<file path="config.mk">
export PLATFORM = sky130hd
export DESIGN_NAME = disp_rr
export DESIGN_NICKNAME = d
export VERILOG_FILES = /design/src/rtl/disp_pkg.sv /design/src/rtl/rr_pick.sv /design/src/rtl/disp_rr.sv
export SDC_FILE = /design/constraint.sdc
export NUM_CORES = 1
export LEC_CHECK = 0
export BUFFER_PORTS_ARGS = -buffer_cell sky130_fd_sc_hd__buf_4
export CAP_MARGIN = 0
export CORE_UTILIZATION = 50
export CTS_CLUSTER_DIAMETER = 100
export DETAILED_ROUTE_END_ITERATION = 10
export GPL_TIMING_DRIVEN = 0
export PLACE_DENSITY = 0.87
export SLEW_MARGIN = 20
export SYNTH_ARGS = -nofsm -noshare
export SYNTH_HDL_FRONTEND = slang
export SYNTH_SLANG_ARGS = --single-unit
</file>
<file path="constraint.sdc">
create_clock -name clk -period 4.75 [get_ports clk]
set_input_delay 0.2375 -clock clk [delete_from_list [all_inputs] [get_ports clk]]
set_output_delay 0.2375 -clock clk [all_outputs]
set_load 0.05 [all_outputs]
</file>
<file path="src/rtl/disp_pkg.sv">
// -----------------------------------------------------------------------------
// disp_pkg
//   Shared helpers for the round-robin dispatcher and its picker.
//
//   pw_of(w)       : width of a port pointer for w ports (at least 1 bit).
//   onehot2idx(oh) : binary index of the set bit in a one-hot vector
//                    (returns 0 for an all-zero vector).
//
//   One-hot vectors are handled zero-extended to OH_MAXW bits, so port
//   counts up to OH_MAXW are supported.
// -----------------------------------------------------------------------------
package disp_pkg;

   localparam int OH_MAXW = 32;

   typedef logic [OH_MAXW-1:0] oh_t;

   function automatic int pw_of(input int w);
      return $clog2((w > 1) ? w : 2);
   endfunction

   function automatic logic [31:0] onehot2idx(input oh_t oh);
      logic [31:0] idx;
      idx = 32'd0;
      for (int i = 0; i < OH_MAXW; i++) begin
         if (oh[i]) begin
            idx = idx | 32'(i);
         end else begin
            idx = idx;
         end
      end
      return idx;
   endfunction

endpackage

</file>
<file path="src/rtl/rr_pick.sv">
// -----------------------------------------------------------------------------
// rr_pick
//   Combinational round-robin picker. Finds the first set bit of acc,
//   searching from position ptr upwards and wrapping to 0.
//
//   Ports:
//     acc  in  WIDTH  candidate mask (bit i = candidate i available)
//     ptr  in  PW     search start position (0..WIDTH-1)
//     sel  out WIDTH  one-hot winner (all zero when acc is zero)
//     idx  out PW     binary index of the winner
//     any  out 1      at least one candidate available
// -----------------------------------------------------------------------------
module rr_pick
   import disp_pkg::*;
#(
   parameter int WIDTH = 4,
   parameter int PW    = pw_of(WIDTH)
) (
   input  logic [WIDTH-1:0] acc,
   input  logic [PW-1:0]    ptr,
   output logic [WIDTH-1:0] sel,
   output logic [PW-1:0]    idx,
   output logic             any
);

   localparam logic [2*WIDTH-1:0] ONE = {{(2*WIDTH-1){1'b0}}, 1'b1};

   logic [2*WIDTH-1:0] dbl;
   logic [2*WIDTH-1:0] iso;

   // Double-width trick: the lower copy of acc is masked below ptr, the
   // upper copy stays whole so wrap-around candidates appear above it. The
   // lowest remaining set bit is then the round-robin winner; folding both
   // halves together turns it back into a WIDTH-bit one-hot.
   always_comb begin
      dbl = {acc, acc} & ~((ONE << ptr) - ONE);
      iso = dbl & (~dbl + ONE);
      sel = iso[WIDTH-1:0] | iso[2*WIDTH-1:WIDTH];
      idx = PW'(onehot2idx(oh_t'(sel)));
      any = |acc;
   end

endmodule

</file>
<file path="src/rtl/disp_rr.sv">
// -----------------------------------------------------------------------------
// disp_rr
//   Round-robin dispatcher: one valid/ready input stream fanned out over WIDTH
//   consumer ports, each behind a one-entry register slice. A beat goes to the
//   first port able to take it, starting from the rotating pointer.
//
//   Ports:
//     clk       in   1         clock
//     rst       in   1         asynchronous reset, active high
//     in_vld    in   1         input beat valid
//     in_data   in   DW        input beat payload
//     in_rdy    out  1         a beat can be accepted this cycle
//     out_vld   out  WIDTH     per-port valid
//     out_data  out  WIDTH*DW  per-port payload, port i at [i*DW +: DW]
//     out_rdy   in   WIDTH     per-port consumer ready
//     v_sel     out  WIDTH     one-hot port receiving a beat this cycle
// -----------------------------------------------------------------------------
module disp_rr
   import disp_pkg::*;
#(
   parameter int WIDTH = 4,
   parameter int DW    = 32
) (
   input  logic                clk,
   input  logic                rst,
   input  logic                in_vld,
   input  logic [DW-1:0]       in_data,
   output logic                in_rdy,
   output logic [WIDTH-1:0]    out_vld,
   output logic [WIDTH*DW-1:0] out_data,
   input  logic [WIDTH-1:0]    out_rdy,
   output logic [WIDTH-1:0]    v_sel
);

   localparam int PW = pw_of(WIDTH);

   logic [PW-1:0]    ptr;
   logic [PW-1:0]    ptr_next;
   logic [WIDTH-1:0] acc;
   logic [WIDTH-1:0] pick_sel;
   logic [PW-1:0]    pick_idx;
   logic             pick_any;
   logic             accept;

   // A slot can take a beat when it is empty or being drained this cycle.
   always_comb begin
      acc = ~out_vld | out_rdy;
   end

   rr_pick #(
      .WIDTH (WIDTH),
      .PW    (PW)
   ) u_pick (
      .acc (acc),
      .ptr (ptr),
      .sel (pick_sel),
      .idx (pick_idx),
      .any (pick_any)
   );

   // Handshake glue; in_rdy depends only on slot state, never on in_vld.
   always_comb begin
      in_rdy = pick_any;
      accept = in_vld & pick_any;
      if (accept) begin
         v_sel = pick_sel;
      end else begin
         v_sel = {WIDTH{1'b0}};
      end
   end

   // Pointer moves to the port after the one just served, wrapping at WIDTH.
   always_comb begin
      ptr_next = ptr;
      if (accept) begin
         if (pick_idx == PW'(WIDTH - 1)) begin
            ptr_next = {PW{1'b0}};
         end else begin
            ptr_next = pick_idx + PW'(1);
         end
      end else begin
         ptr_next = ptr;
      end
   end

   // Round-robin pointer register.
   always_ff @(posedge clk or posedge rst) begin
      if (rst) begin
         ptr <= {PW{1'b0}};
      end else begin
         ptr <= ptr_next;
      end
   end

   for (genvar i = 0; i < WIDTH; i++) begin : g_slot
      // One-entry slice: a refill wins over a drain so a port being emptied
      // and refilled in the same cycle stays valid with no bubble.
      always_ff @(posedge clk or posedge rst) begin
         if (rst) begin
            out_vld[i]            <= 1'b0;
            out_data[i*DW +: DW]  <= {DW{1'b0}};
         end else if (v_sel[i]) begin
            out_vld[i]            <= 1'b1;
            out_data[i*DW +: DW]  <= in_data;
         end else if (out_rdy[i]) begin
            out_vld[i]            <= 1'b0;
         end
      end
   end

endmodule

</file>
==> metrics.md <==
| Metric | Value |
|---|---|
| Vias in the first global route | `3,765` |
| Final period util | `55.75%` |
| Die width | `103.3 um` |
| Min Tclk post-route | `2648 ps` |
| Synthesized Nets | `353` |
| Routed wire length | `12,680 um` |
| Final core occ | `76.07%` |
| #FFs+latches synth | `134` |
| CP max-delay cell | `a211oi_4` |
| CP max FO | `10` |
| Clk root buf | `clkbuf_8` |
| Worst relative slew slack | `56.12%` |
| Gpl congestion | `0.7981` |
| Final-report setup violation count | `0` |
| Layout Area Growth over Synthesis | `46.16%` |
| First-pass GRT wire length | `19,450 um` |
| Share of layout cells above drive strength 1 | `63.22%` |
| Setup crit end kind | `output pin` |
| Worst Tran Pin Value | `656.0 ps` |
| RSZ-0062 raised after global routing | `no` |
| Arrival time at the worst endpoint | `2410 ps` |
| Fill cell total of the finished layout | `612` |
| DIE AREA | `10,680 sq um` |
| DP Worst Slack | `2578 ps` |
| Drt initial violations | `77` |
| Startpoint Class | `flip-flop` |
| Crit Path Class | `flip-flop to output pin` |
| Post-synthesis cell type count | `27` |
| PnR worst setup slack | `2102 ps` |
| Drt via density | `5.076` |
| Synthesis Warnings | `0` |
| FMAX | `377.6 MHz` |
| Final hold violations | `0` |
| Max Clock Skew | `6.182 ps` |
| Row cnt | `36` |
| Port-buffer cells | `175` |
| Clock-pin slew on the worst setup and hold paths | `60 ps` |
| Number of gates resized after CTS | `0` |
| # H-tree levels | `4` |
| Cts bufs inserted | `17` |
| Clock sinks | `134` |
| Mean Syn Cell Area | `16.35 sq um` |
| MaxCap Viol Count | `0` |
| Vias | `3,477` |
| CP max stage delay | `610 ps` |
| HP Class | `primary input to flip-flop` |
| Clock Latency Late Sink | `510 ps` |
| Antenna-violating nets left | `0` |
| Post-Syn Area | `5134 sq um` |
| Nets | `581` |
| CTS tree | `done` |
| GRT Overall Usage | `25.09%` |
| Initial antenna violation count | `0` |
| Final slew viol count | `0` |
| Core area | `9864 sq um` |
| Most frequent cells in the layout | `179 x buf_4, 134 x dfrtp_1, 124 x mux2_2` |
| Commonest non-fill, non-tap cell in the layout | `buf_4` |
| WP data required | `4510 ps` |
| Antenna Cells | `0` |
| Initial Util | `52.04%` |
| Sequential fraction of the synthesis area | `65.32%` |
| WL/cell | `18.50 um` |
| Ports | `176` |
| Critical path, cell by cell | `nor2b_1 -> o21ai_2 -> a211oi_4 -> buf_6 -> buf_4` |
| Overflow after GRT | `0` |
| HPWL Detailed | `8524 um` |
| Clock Path Buffers | `2` |
| Mapped Cells | `314` |
| Outcome | `complete, no violations` |
| Largest net degree at the start of global routing | `82` |
| First-pass detailed-route iteration total | `4` |
| Residual DRC | `0` |
| Die H | `103.3 um` |
-- worst max-delay path: cells and delay by family (launching register included) --
kind            cells  cell delay (ps)
compound gates      2              720
flops               1              370
buf+inv             2              460
simple gates        1              340
-- metrics by stage --
stage / TNS (ps) / area [sq um] / hold slack (ps) / cells
floorplan: 0 / 5134 / 372.2 / 314
global placement: -40390 / 6614 / 472.0 / 622
detailed placement: 0 / 6649 / 271.5 / 623
CTS: 0 / 7503 / 20.58 / 685
global route: 0 / 7503 / 29.21 / 685
finish: 0 / 7503 / 46.67 / 685
-- area by class of cell --
| type | instances | area, sq um | share of cell area (%) |
|---|---|---|---|
| Timing Repair Buffer | 209 | 1672 | 22.28 |
| Tap cell | 133 | 166.4 | 2.218 |
| Sequential cell | 134 | 3353 | 44.69 |
| Clock inverter | 4 | 20.02 | 0.2668 |
| Multi-Input combinational cell | 161 | 1664 | 22.18 |
| Clock buffer | 25 | 504.2 | 6.720 |
| Buffer | 13 | 93.84 | 1.251 |
| Inverter | 6 | 30.03 | 0.4002 |
-- repair_timing --
action,4_1_cts,5_1_grt
buffers inserted,0,0
hold buffers,33,0
hold endpoints to repair,181,0
-- registers in the layout, summed over array words and instances (netlist names) --
name      count
ptr           2
out_vld       4
out_data    128
-- synth_stat cells --
cell      count  area, sq um
nor2_1        3        11.26
or2_2         2        12.51
a21oi_2       1        8.760
o21ai_0       2        10.01
o211ai_1      1        7.510
nor2b_1       4        25.02
buf_2         6        30.03
o21ai_2       1        8.760
o21ai_1       1        5.000
nand3_1       1        5.000
a41oi_1       1        8.760
mux2_2      124         1396
mux2_1        4        45.04
inv_2         1        3.750
nor3b_1       1        7.510
buf_4         4        30.03
a211oi_4      1        20.02
nor3_1        1        5.000
o221ai_1      1        8.760
a21o_1        2        15.01
inv_1         5        18.77
nand2b_1      3        18.77
nand2_1       4        15.01
dfrtp_1     134         3353
buf_6         3        33.78
a21oi_1       1        5.000
and4bb_2      2        25.02
-- layer usage --
layer | track usage [%] | part of all wire (%)
met5 | 0 | 0
met4 | 12.78 | 3.2
met3 | 7.056 | 5.3
met2 | 43.54 | 53
met1 | 28.44 | 39
-- kinds of logic after synthesis --
group / synth area share, %
AO/OA/AOI/OAI: 1.901
buffers and inverters: 2.267
flip-flops: 65.32
multiplexers: 28.08
AND/OR/NAND/NOR: 2.437
-- worst paths after layout --
check | startpoint | slack (ps) | cells after the start | endpoint
setup / recovery | out_vld[0] | 2100 | 5 | v_sel[3]
hold / removal | out_rdy[2] | 50 | 3 | out_vld[2]
setup reg to reg | out_vld[0] | 2580 | 5 | out_data[117]
hold reg to reg | out_data[111] | 490 | 1 | out_data[111]
max in group asynchronous | rst | 3720 | 4 | ptr[0]
min in group asynchronous | rst | 310 | 3 | out_data[109]
Power is left out: the tool's default activity adds up to more than one toggle a clock period on the data nets, which glitch-free logic cannot reach.
